===== src/rtl/if_stage.sv =====
`default_nettype none
// ============================================================================
// Module   : if_stage
// Brief    : Instruction fetch stage. Holds the PC, issues in-order fetches to
//            instruction memory, buffers the returned words and hands them to
//            decode over valid/ready. Redirects flush the stage.
// Revision : 1.0  initial release
// ============================================================================
module if_stage #(
  parameter logic [63:0] PC_RESET   = 64'h8000_0000,
  parameter int          FIFO_DEPTH = 2
) (
  input  logic        clk,
  input  logic        rst_n,
  output logic        imem_req_valid,
  input  logic        imem_req_ready,
  output logic [63:0] imem_req_addr,
  input  logic        imem_rsp_valid,
  input  logic [31:0] imem_rsp_data,
  input  logic        redirect_valid,
  input  logic [63:0] redirect_pc,
  output logic        inst_valid,
  input  logic        inst_ready,
  output logic [31:0] inst,
  output logic [63:0] inst_pc
);

  localparam int PTR_W = $clog2(FIFO_DEPTH);
  localparam int CNT_W = PTR_W + 1;
  localparam logic [CNT_W:0] DEPTH_C = (CNT_W + 1)'(FIFO_DEPTH);

  logic [63:0]      pc_q;
  logic [63:0]      rsp_pc_q;
  logic [CNT_W-1:0] outst;
  logic [CNT_W-1:0] kill;
  logic [CNT_W-1:0] count;
  logic [PTR_W-1:0] wr_ptr;
  logic [PTR_W-1:0] rd_ptr;
  logic [63:0]      pc_mem   [FIFO_DEPTH];
  logic [31:0]      inst_mem [FIFO_DEPTH];

  logic [CNT_W:0]   credit;
  logic             req_fire;
  logic             push;
  logic             pop;
  logic [63:0]      redirect_aligned;

  // Buffered entries plus in-flight requests may never exceed the buffer depth,
  // which is what guarantees a response always has a slot to land in.
  assign credit           = {1'b0, outst} + {1'b0, count};
  assign imem_req_valid   = rst_n & ~redirect_valid & (credit < DEPTH_C);
  assign imem_req_addr    = pc_q;
  assign req_fire         = imem_req_valid & imem_req_ready;
  assign redirect_aligned = redirect_pc & ~64'h3;

  assign inst_valid = (count != '0) & ~redirect_valid;
  assign inst       = inst_mem[rd_ptr];
  assign inst_pc    = pc_mem[rd_ptr];
  assign pop        = inst_valid & inst_ready;
  assign push       = imem_rsp_valid & (kill == '0) & ~redirect_valid;

  always_ff @(posedge clk or negedge rst_n) begin
    if (!rst_n) begin
      pc_q     <= PC_RESET;
      rsp_pc_q <= PC_RESET;
      outst    <= '0;
      kill     <= '0;
      count    <= '0;
      wr_ptr   <= '0;
      rd_ptr   <= '0;
    end else if (redirect_valid) begin
      // Every request still in flight belongs to the old path; a response
      // arriving this very cycle is dropped here and not counted again.
      pc_q     <= redirect_aligned;
      rsp_pc_q <= redirect_aligned;
      outst    <= outst - CNT_W'(imem_rsp_valid);
      kill     <= outst - CNT_W'(imem_rsp_valid);
      count    <= '0;
      wr_ptr   <= '0;
      rd_ptr   <= '0;
    end else begin
      if (req_fire) begin
        pc_q <= pc_q + 64'd4;
      end
      outst <= outst + CNT_W'(req_fire) - CNT_W'(imem_rsp_valid);
      if (imem_rsp_valid && (kill != '0)) begin
        kill <= kill - CNT_W'(1);
      end
      if (push) begin
        rsp_pc_q <= rsp_pc_q + 64'd4;
        wr_ptr   <= wr_ptr + PTR_W'(1);
      end
      if (pop) begin
        rd_ptr <= rd_ptr + PTR_W'(1);
      end
      count <= count + CNT_W'(push) - CNT_W'(pop);
    end
  end

  always_ff @(posedge clk or negedge rst_n) begin
    if (!rst_n) begin
      for (int i = 0; i < FIFO_DEPTH; i++) begin
        pc_mem[i]   <= '0;
        inst_mem[i] <= '0;
      end
    end else if (push) begin
      pc_mem[wr_ptr]   <= rsp_pc_q;
      inst_mem[wr_ptr] <= imem_rsp_data;
    end
  end

endmodule
`default_nettype wire


===== config.mk =====
export PLATFORM = sky130hd
export DESIGN_NAME = if_stage
export DESIGN_NICKNAME = d
export VERILOG_FILES = /design/src/rtl/if_stage.sv
export SDC_FILE = /design/constraint.sdc
export NUM_CORES = 1
export LEC_CHECK = 0
export BUFFER_PORTS_ARGS = -buffer_cell sky130_fd_sc_hd__clkbuf_2
export CELL_PAD_IN_SITES_DETAIL_PLACEMENT = 1
export CELL_PAD_IN_SITES_GLOBAL_PLACEMENT = 1
export CORE_ASPECT_RATIO = 1.2
export CORE_MARGIN = 1
export CORE_UTILIZATION = 41
export DETAILED_ROUTE_END_ITERATION = 6
export MAX_ROUTING_LAYER = met4
export PLACE_DENSITY_LB_ADDON = 0.1
export SYNTH_ARGS = -nofsm -noshare
export SYNTH_HDL_FRONTEND = slang
export SYNTH_SLANG_ARGS = --single-unit

===== constraint.sdc =====
create_clock -name clk -period 2.6 [get_ports clk]
set_input_delay 0.39 -clock clk [delete_from_list [all_inputs] [get_ports clk]]
set_output_delay 0.39 -clock clk [all_outputs]
set_load 0.05 [all_outputs]

### Word level (Yosys, flattened, before mapping)

Cells that the tools add are included.

| word-level totals | value |
|---|---|
| flip-flop bits (word level) | 328 |
| input port bits | 102 |
| output and inout port bits | 162 |
| logic and storage cells | 69 |

| cells by class | value |
|---|---|
| $add $sub $neg | 11 |
| magnitude comparators | 4 |
| mux-type cells | 24 |
| bitwise logic cells | 10 |
| reductions and logical operators | 9 |

Operators by type and width:

| kind | number |
|---|---|
| 64-bit 2-to-1 mux | 8 |
| 64-bit by 3-bit adder with 64-bit output (second input constant) | 2 |
| 128-bit bitwise mux | 1 |
| 32-bit 2-to-1 mux | 4 |
| 64-bit bitwise mux | 1 |
| 64-bit demux with 1-bit select | 1 |
| 32-bit demux with 1-bit select | 1 |
| 2-bit nonzero test | 6 |
| 2-bit 2-to-1 mux | 4 |
| 1-bit bitwise AND | 7 |
| 2-bit by 1-bit subtractor with 2-bit output | 3 |
| 2-bit by 1-bit adder with 2-bit output | 2 |
| 2-bit greater-or-equal comparator (second input constant) | 2 |
| 1-bit 2-to-1 mux | 4 |
| 1-bit inverter with 2-bit output | 2 |
| 2-bit by 2-bit adder with 3-bit output | 1 |
| 3-bit by 2-bit < comparator with 1-bit output (second input constant) | 1 |
| 1-bit adder (second input constant) | 2 |
| 1-bit logical AND | 2 |
| 2-bit logical NOT | 1 |
| 2-bit by 1-bit < comparator with 1-bit output (second input constant) | 1 |
| 2-bit by 1-bit subtractor with 2-bit output (second input constant) | 1 |
| 1-bit inverter | 1 |

### Logic depth before layout (Yosys ltp)

Gate-level depths: netlist of the first run.

| depth | value |
|---|---|
| depth in word-level cells | 7 |
| mapped depth | 12 |
| mapped depth without buffers | 11 |

### Worst setup path before layout of the first run

OpenSTA, ideal clock, no wires.

| timing path | value |
|---|---|
| path kind | reg2out |
| start | reg outst[0] |
| end | out imem_req_valid |
| data arrival time | 2.672 ns |
| data required time | 2.210 ns |
| slack | -0.462 ns |
| cell stages (with the launch flop) | 4 |
| buffers on the path | 0 |
| path through | dfrtp_1 -> and2_1 -> fa_1 -> nor4b_1 |

| between the ends | value |
|---|---|
| word-level cells in the longest chain between the ends | 3 |

Ends and longest elaborated chain:

| item | RTL line | text |
|---|---|---|
| from (decl) | 34 | `logic [CNT_W-1:0] outst;` |
| from (signal assigned) | 76 | `outst <= outst - CNT_W'(imem_rsp_valid);` |
| from (signal assigned) | 85 | `outst <= outst + CNT_W'(req_fire) - CNT_W'(imem_rsp_valid);` |
| 2-bit by 2-bit adder with 3-bit output | 50 | `assign credit = {1'b0, outst} + {1'b0, count};` |
| 3-bit by 2-bit < comparator with 1-bit output | 51 | `assign imem_req_valid = rst_n & ~redirect_valid & (credit < DEPTH_C);` |
| 1-bit bitwise AND | 51 |  |
| to (decl) | 15 | `output logic imem_req_valid,` |

No other way between the ends.

### Worst setup path in the final report of the first run

| timing path | value |
|---|---|
| start | reg outst[0] |
| end | reg outst[1] |

| between the ends | value |
|---|---|
| word-level cells in the longest chain between the ends | 7 |
| elaborated cells between the ends (all ways) | 8 |
| classes of those cells | add/sub (4); order compare (1); mux (1); bitwise (2) |

Ends and longest elaborated chain:

| item | RTL line | text |
|---|---|---|
| 2-bit by 2-bit adder with 3-bit output | 50 |  |
| 3-bit by 2-bit < comparator with 1-bit output | 51 |  |
| 1-bit bitwise AND | 51 |  |
| 1-bit bitwise AND | 53 | `assign req_fire = imem_req_valid & imem_req_ready;` |
| 2-bit by 1-bit adder with 2-bit output | 85 |  |
| 2-bit by 1-bit subtractor with 2-bit output | 85 |  |
| 2-bit 2-to-1 mux (*) | 71 | `end else if (redirect_valid) begin` |

Mark *: on every way between the ends. The rest lies on a longest branch, timed or not.
A chain may end at the register's enable or synchronous reset.

==> reports/qor.txt, run 1 <==
outcome - complete, but fails checks
failing checks - negative setup slack
Worst Skew - 0.0185 ns
clock tree from TritonCTS - built
met3 usage - 4.51%
layout net count - 1866
Post-Synth Adder-Cell Area - 0.737%
Post-DRT Antenna Nets - 0
Total GRT Usage - 26.6%
FMAX - 375 MHz
global-route wire length before repair - 79.9 mm
Slew Viols, Final - 0
Critical Path Sink Type - register
gp weighted congestion - 0.892
pwr dens - 1060 mW/mm²
Worst-Skew Late Latency - 0.53 ns
post-synth cell types - 65
CP Launch Type - register
Ports - 264
Worst Min Path Start - redirect_pc[13]
asr flop ratio synth - 100%
Crit path max-delay family - adder cells
Reg-to-Reg Start - outst[0]
Avg Cell Area, Syn - 11.4 µm²
register area share after synthesis - 49.1%
commonest non-fill, non-tap cell in the layout - dfrtp_1
HPWL after DPL - 37.8 mm
leading register cell type out of synthesis - dfrtp_1
post-synthesis mux area share - 21.4%
CTS max path bufs - 3
Area Growth Syn to Fin - 25.6%
root buf cell - clkbuf_16
Ys Warns - 0
most frequent cells in the layout - dfrtp_1, mux2_2, clkbuf_2
Iter 0 DRT Violations - 621
met1 usage - 34.5%
H-tree depth - 2
width of the die - 184 µm
maximum vdd drop - 0.566 mV
vias per cell - 5.68
multi-input combinational cell area - 0.00815 mm²
initial antenna violation count - 1
worst hold margin - 0.115 ns
Buf/Inv on CP - 3
GRT Max-Usage Layer - met2
Die H - 220 µm
grt total ovfl - 0
largest family of logic cells by synthesized area - multiplexers
Synth Area in XOR/XNOR - 3.28%
DRT Pass-1 Iters - 5
worst slew pin tran - 0.858 ns
FF-to-FF setup slack - -0.07 ns
cell row count - 79
Critical-path top delay cell - fa_1
Req. time, crit path - 3.05 ns
worst path cell trace - and2_4 -> fa_1 -> nand4bb_1 -> buf_6 -> nor2_4 -> inv_2 -> ha_4 -> inv_2 -> ha_4 -> xnor2_2 -> o21ai_1 -> xor2_1
Buffers on Ports - 257
Slew HR - 42.8%
pre-CTS setup slack - -0.158 ns
setup violators final - 11
core area - 0.0389 mm²
clock buffer count from CTS - 37
crit path kind - register to register
worst-path fanout max - 4
Register Area - 0.00801 mm²
share of layout cells above drive strength 1 - 44.7%
Hold Fails Final Rpt - 0
FILL cells - 4223
Setup WS post-layout - -0.0686 ns
vias in the first global route - 13.8k
Max Cap Violations - 0
synthesized flop and latch total - 320
Synth Cell Area - 0.0163 mm²
number of synthesized flops with an enable pin - 0
Post-Synth Simple-Gate Area - 16.4%
hold crit path type - input pin to register
DIE AREA - 0.0406 mm²
via count - 13.1k
largest net degree at the start of global routing - 107
Total Power - 0.0216 W
RSZ-0062 raised after global routing - true
clock-pin slew on the worst setup and hold paths - 0.06 ns
drt wl/cell - 22.5 µm
worst path arrival time - 3.11 ns
Setup crit start - outst[0]
final wirelength - 52.0 mm
clock period minus worst slack - 2.67 ns
complex-gate fraction of the synthesized area - 6.43%
Pleak - 8.95 nW
Post-Synthesis Cells - 1425
effective utilization at floorplan - 41.9%
drc violations - 0
slowest stage delay, CP - 0.48 ns
met2 usage - 41.5%
period utilization - 103%
CTS sink count - 320
-- repair_timing --
action / CTS / global route
setup endpoints to repair: 20 / 48
hold endpoints to repair: 11 / 0
buffers inserted: 2 / 12
hold buffers: 1 / 0
pin swaps: 14 / 49
resized for setup: 18 / 45
-- layout make-up --
cell class                      instances  area share (%)
Antenna cell                            1          0.0122
Inverter                               23           0.434
Tap cell                              526            3.21
Multi-Input combinational cell       1006            39.8
Sequential cell                       320            39.1
Timing Repair Buffer                  367            11.5
Clock inverter                          8           0.562
Clock buffer                           56            5.36
-- report_power, final --
group	switching [W]	internal, W
Clock	0.00205	0.00320
Sequential	0.00102	0.00656
Combinational	0.00566	0.00311
-- layer usage --
layer / routed length, µm / vias to the layer above
met5: 0 / -
met2: 24500 / 345
met4: 1670 / 0
met1: 23200 / 6722
met3: 2680 / 88
li1: - / 5940
-- tightest hold or removal path: cells and delay by family --
kind | cells | cell delay (ns)
AO/OA/AOI/OAI | 1 | 0.07
buffers and inverters | 1 | 0.08
AND/OR/NAND/NOR | 1 | 0.06
-- synthesized netlist by cell type (all sizes together) (14+ instances only) --
cell type,instances,share of area (%)
a21oi,18,0.55
a31oi,26,1.0
and3,14,0.54
buf,35,1.1
clkbuf,44,1.0
dfrtp,318,49
inv,23,0.53
mux2,306,21
nand2,91,2.1
nand3,64,2.1
nand4,81,3.4
nor2,70,1.6
nor3,26,0.90
nor4,33,1.8
o21ai,39,1.2
o31a,23,1.2
or3,20,0.77
or4,18,0.83
xnor2,33,1.8
xor2,28,1.5
-- through the flow --
stage,TNS (ns),instances,instance area (µm²),utilization [%]
2_1_floorplan,-0.00794,1428,16300,-
3_3_place_gp,-0.497,2229,18800,48.4
3_5_place_dp,-1.26,2229,18800,48.4
4_1_cts,-0.180,2296,20200,51.8
5_1_grt,-2.98,2307,20500,52.6
6_report,-0.371,2307,20500,52.6
-- flip-flops by register name (all words and copies together) (netlist names), 2 cells and up --
name and cells:
outst 2, pc_mem 124, inst_mem 64, imem_req_addr 62, kill 2, rsp_pc_q 62, count 2
-- final timing paths --
| kind | cells past startpoint | endpoint |
|---|---|---|
| setup / recovery | 12 | outst[1] |
| max in group asynchronous | 4 | imem_req_addr[24] |
| min in group asynchronous | 3 | imem_req_addr[61] |
| hold / removal | 3 | rsp_pc_q[13] |
| setup reg to reg | 12 | outst[1] |
| hold reg to reg | 2 | pc_mem[56] |
-- logic make-up (layout without fill, tap and decap cells) --
group | after synthesis | after routing
xor gates and xnor gates | 61 | 61
buffers and inverters | 102 | 454
muxes | 310 | 310
other | 1 | 5
adders and majority gates | 9 | 9
DFF | 320 | 320
AOI/OAI and AO/OA | 156 | 156
and+or+nand+nor | 466 | 466
Power figures use the tool's default switching activity.
==> run 2: changes to the inputs <==
Settings changed: REMOVE_ABC_BUFFERS set to 1.
Clock period 2.6 ns to 2.4 ns, I/O delays scaled along.
==> run 2 against run 1 <==
  * The flow still finishes with violations (negative setup slack)
  * Sequential power is 7.7% higher
  * Largest power group unchanged
  * Register-to-register slack got worse by 0.11 ns
  * Global-route usage up 0.99 points
  * Combinational power increased by 10%
  * Final area up 3.3%
  * Critical path type unchanged
  * Hold slack worse by 0.036 ns
  * Clock power is 12% higher
  * Count of clock-buffer cells in the layout shrank 4
  * Routed wire length grew 4.3%
==> reports/qor.txt, run 2 (synthesis gave the netlist of run 1 again) <==
Worst Skew - 0.0116 ns
H-tree depth - 2
Total GRT Usage - 27.6%
initial antenna violation count - 1
final wirelength - 54.2 mm
Slew Viols, Final - 0
core area - 0.0389 mm²
global-route wire length before repair - 82.9 mm
pre-CTS setup slack - -0.287 ns
pwr dens - 1120 mW/mm²
clock buffer count from CTS - 37
width of the die - 184 µm
DRT Pass-1 Iters - 7
cell row count - 79
Hold Fails Final Rpt - 0
most used cell, CP - buf_6
drt wl/cell - 22.8 µm
DR top layer - met4
vias per cell - 5.66
Post-Layout Cell Count - 2374
clock tree from TritonCTS - built
period utilization - 108%
vias in the first global route - 14.3k
outcome - complete, but fails checks
worst hold margin - 0.0791 ns
Slew HR - 37.1%
slowest stage delay, CP - 0.52 ns
root buf cell - clkbuf_16
Cells after DPL - 2291
Ports - 264
gp weighted congestion - 0.914
Die H - 220 µm
HPWL after DPL - 39.0 mm
Largest register FFs - 124
Area Growth Syn to Fin - 29.7%
biggest regs - pc_mem (124), inst_mem (64)
CTS max path bufs - 3
Worst-Skew Late Latency - 0.53 ns
worst path arrival time - 3.03 ns
worst path cell trace - and2_4 -> fa_2 -> nand4bb_1 -> buf_6 -> buf_6 -> or4_4 -> or3_1 -> a31oi_1
CTS sink count - 320
Iter 0 DRT Violations - 734
FMAX - 388 MHz
Max Cap Violations - 0
Post-DRT Antenna Nets - 0
CP Launch Type - register
DIE AREA - 0.0406 mm²
Top reg by flops - pc_mem
Critical Path Sink Type - register
clock period minus worst slack - 2.58 ns
WL met2 - 27.4 mm
effective utilization at floorplan - 41.9%
M1 WL - 22.3 mm
failing checks - negative setup slack
crit path kind - register to register
Pleak - 9.37 nW
Critical-path top delay cell - or4_4
worst-path fanout max - 6
met3 WL - 2.88 mm
share of layout cells above drive strength 1 - 47.4%
RSZ-0062 raised after global routing - true
largest net degree at the start of global routing - 140
Req. time, crit path - 2.85 ns
grt total ovfl - 0
Setup WS post-layout - -0.181 ns
FILL cells - 4248
hold crit path type - input pin to register
layout net count - 1936
via count - 13.4k
most frequent cells in the layout - dfrtp_1, mux2_2, clkbuf_2
drc violations - 0
worst slew pin tran - 0.944 ns
setup violators final - 33
clock-pin slew on the worst setup and hold paths - 0.06 ns
maximum vdd drop - 0.701 mV
commonest non-fill, non-tap cell in the layout - dfrtp_1
Buffers on Ports - 257
-- run 2: cell count changes in the layout (fill, tap and decap cells not counted), sizes merged --
cell	before	now
clkinv	5	4
clkbuf	310	302
bufinv	3	5
buf	112	186
-- run 2: where the power goes --
| part | internal (W) | switching (W) |
|---|---|---|
| clock | 0.00363 | 0.00226 |
| combinational | 0.00348 | 0.00618 |
| sequential | 0.00711 | 0.00106 |
-- run 2: final timing paths --
path | startpoint | endpoint | slack [ns] | cells after the start
setup / recovery | outst[0] | imem_req_addr[36] | -0.18 | 8
hold reg to reg | pc_mem[56] | pc_mem[56] | 0.48 | 2
hold / removal | imem_rsp_data[24] | inst_mem[56] | 0.08 | 2
min in group asynchronous | rst_n | imem_req_addr[63] | 0.65 | 3
max in group asynchronous | rst_n | pc_mem[88] | 0.62 | 4
setup reg to reg | outst[0] | imem_req_addr[36] | -0.18 | 8
-- run 2: layout make-up --
type	instances	area [µm²]	share of cell area [%]
Multi-Input combinational cell	1006	8240	39.0
Sequential cell	320	8010	37.9
Timing Repair Buffer	437	2890	13.7
Clock buffer	52	1070	5.07
Tap cell	526	658	3.11
Clock inverter	9	170	0.805
Inverter	23	88.8	0.420
Antenna cell	1	2.50	0.0118
-- run 2: worst max-delay path: cells and delay by family (launching register included) --
| kind | cells | cell delay [ns] |
|---|---|---|
| buffers and inverters | 2 | 0.30 |
| flip-flops | 1 | 0.38 |
| AO/OA/AOI/OAI | 1 | 0.16 |
| adder cells (fa/ha/maj) | 1 | 0.45 |
| AND/OR/NAND/NOR | 4 | 1.20 |
-- run 2: per-stage QoR --
stage	utilization, %	instance area, µm²	setup TNS (ns)	total power (W)
6_report	54.3	21100	-3.03	0.0237
2_1_floorplan	-	16000	-987.73	0.0152
3_3_place_gp	49.4	19300	-3.68	0.0174
4_1_cts	53.6	20900	-3.58	0.0238
3_5_place_dp	49.4	19300	-4.79	0.0177
5_1_grt	54.3	21100	-7.11	0.0249
-- run 2: what timing repair did --
action                                  4_1_cts  5_1_grt
setup buffers                                13        6
pin swaps                                    42       41
hold buffers                                  2        0
cloned                                        0        1
endpoints found under the setup margin       46      126
gates resized for setup                      50       42
endpoints found under the hold margin        44        0
-- run 2: routing by layer --
layer,vias to the layer above,global-route usage [%]
li1,6078,-
met1,6945,33.2
met2,333,47.0
met3,86,5.02
met4,0,8.42
met5,-,-
==> run 3: changes to the inputs <==
Settings changed: CORE_UTILIZATION 41 to 49.
Clock period 2.4 ns to 3.3 ns, I/O delays scaled along.
==> run 3 against run 2 <==
  * The run now ends clean
  * Die area is 16% lower
  * Register-to-register slack better by 0.41 ns
  * Sequential cell count stayed put
  * First-iteration DRC count up 1.5%
  * Clock power decreased by 38%
  * Utilization increased by 4.8 points
  * Critical path depth grew 1
  * Hold slack improved by 0.14 ns
  * Count of clock-buffer cells in the layout up 1
  * Via count fell by 3.6%
  * Sequential power shrank 26%
  * Largest cell class is now flip-flops and latches
  * Largest power group unchanged
==> reports/qor.txt, run 3 (synthesis gave the netlist of run 1 again) <==
CTS max path bufs - 3
FMAX - 326 MHz
via count - 13.0k
setup violators final - 0
Comb pwr share - 40.4%
Cells after DPL - 2085
cell row count - 72
hold crit path type - input pin to register
period utilization - 93.0%
Area Growth Syn to Fin - 17.9%
Slew HR - 29.9%
initial antenna violation count - 0
DIE AREA - 0.0340 mm²
gp weighted congestion - 0.864
worst-path fanout max - 18
width of the die - 169 µm
clock buffer count from CTS - 36
Buffers on Ports - 257
Max Cap Violations - 0
DRT Pass-1 Iters - 5
HPWL after DPL - 34.6 mm
clock period minus worst slack - 3.07 ns
Hold Fails Final Rpt - 0
biggest regs - pc_mem (124), inst_mem (64)
worst slew pin tran - 1.05 ns
clock tree from TritonCTS - built
worst path arrival time - 3.51 ns
layout net count - 1791
vias in the first global route - 13.6k
Top reg by flops - pc_mem
outcome - complete, no violations
post-cts sizing count - 0
Largest register FFs - 124
Pleak - 8.36 nW
Post-Layout Cell Count - 2145
Slew Viols, Final - 0
Cell Int Power - 0.00955 W
largest net degree at the start of global routing - 130
root buf cell - clkbuf_16
RSZ-0062 raised after global routing - false
Die H - 202 µm
fin area - 0.0192 mm²
Sw Pwr - 0.00672 W
Total GRT Usage - 30.8%
Iter 0 DRT Violations - 745
Req. time, crit path - 3.74 ns
drc violations - 0
core area - 0.0325 mm²
most frequent cells in the layout - dfrtp_1, mux2_2, clkbuf_2
effective utilization at floorplan - 50.1%
antenna cell count - 0
multi-input combinational cell area - 0.00788 mm²
vias per cell - 6.04
maximum vdd drop - 0.539 mV
crit path kind - register to register
Register Area - 0.00801 mm²
sw frac - 41.3%
Area after DPL - 0.0182 mm²
Post-DRT Antenna Nets - 0
global-route wire length before repair - 78.6 mm
clock network power share - 22.6%
clock-pin slew on the worst setup and hold paths - 0.06 ns
drt wl/cell - 23.1 µm
Worst-Skew Late Latency - 0.53 ns
grt total ovfl - 0
Setup WS post-layout - 0.231 ns
worst hold margin - 0.216 ns
final core occ - 59.1%
Critical Path Sink Type - register
commonest non-fill, non-tap cell in the layout - dfrtp_1
CTS sink count - 320
FILL cells - 3521
Ports - 264
share of layout cells above drive strength 1 - 39.9%
CP Launch Type - register
Worst Skew - 0.0142 ns
sequential fraction of design power - 37.0%
pwr dens - 846 mW/mm²
H-tree depth - 2
final wirelength - 49.5 mm
pre-CTS setup slack - 0.281 ns
==> run 3: cell types whose count changed in the layout (fill, tap and decap cells not counted), sizes merged <==
| cell | previous run | this run |
|---|---|---|
| diode | 1 | 0 |
| buf | 186 | 37 |
| bufinv | 5 | 0 |
| clkinv | 4 | 6 |
| clkbuf | 302 | 308 |
==> run 3: power by group through the flow <==
stage	sequential [W]	clock [W]	combinational, W
6_report	0.00601	0.00368	0.00657
5_1_grt	0.00619	0.00390	0.00696
4_1_cts	0.00601	0.00377	0.00665
3_5_place_dp	0.00607	0	0.00659
3_3_place_gp	0.00593	0	0.00646
2_1_floorplan	0.00611	0	0.00495
==> run 3: final timing paths <==
path | startpoint | slack [ns] | cells past startpoint | end
worst max-delay path | outst[0] | 0.23 | 9 | imem_req_addr[39]
worst min-delay path | redirect_pc[10] | 0.22 | 3 | imem_req_addr[10]
worst max register to register | outst[0] | 0.23 | 9 | imem_req_addr[39]
worst min register to register | pc_mem[36] | 0.47 | 2 | pc_mem[36]
max in group asynchronous | rst_n | 1.13 | 4 | inst_mem[23]
min in group asynchronous | rst_n | 0.44 | 2 | pc_mem[2]
==> run 3: layout make-up <==
type | count | area share, %
repair buffers | 293 | 8.50
inverters | 23 | 0.462
well taps | 444 | 2.89
multi-input cells | 1006 | 41.0
clock buffers | 53 | 5.29
clock inverters | 6 | 0.156
flip-flops and latches | 320 | 41.7
==> run 3: worst max-delay path: stages (launching register included) <==
cell       delay (ns)
dfrtp_1          0.39
and2_1           0.18
fa_1             0.46
nand4bb_1        0.19
buf_4            0.22
nor2_1           0.16
buf_4            0.23
nand4_1          0.37
or4_1            0.61
a31oi_1          0.19
==> run 3: what timing repair did <==
action	in CTS	in global routing
setup endpoints to repair	0	0
hold endpoints to repair	19	0
buffers inserted	0	0
hold buffers	1	0
==> run 3: routing by layer <==
metal | GRT usage (%) | vias up | part of all wire (%)
met5 | - | - | 0
met1 | 37.6 | 6642 | 40
met4 | 11.3 | 0 | 3.6
met2 | 50.9 | 418 | 50
met3 | 5.62 | 106 | 6.1
li1 | - | 5795 | -
==> run 3: metrics by stage <==
stage,TNS [ns],power [W]
3_5_place_dp,0,0.0127
6_report,0,0.0163
2_1_floorplan,-737.29,0.0111
3_3_place_gp,0,0.0124
4_1_cts,0,0.0164
5_1_grt,0,0.0171
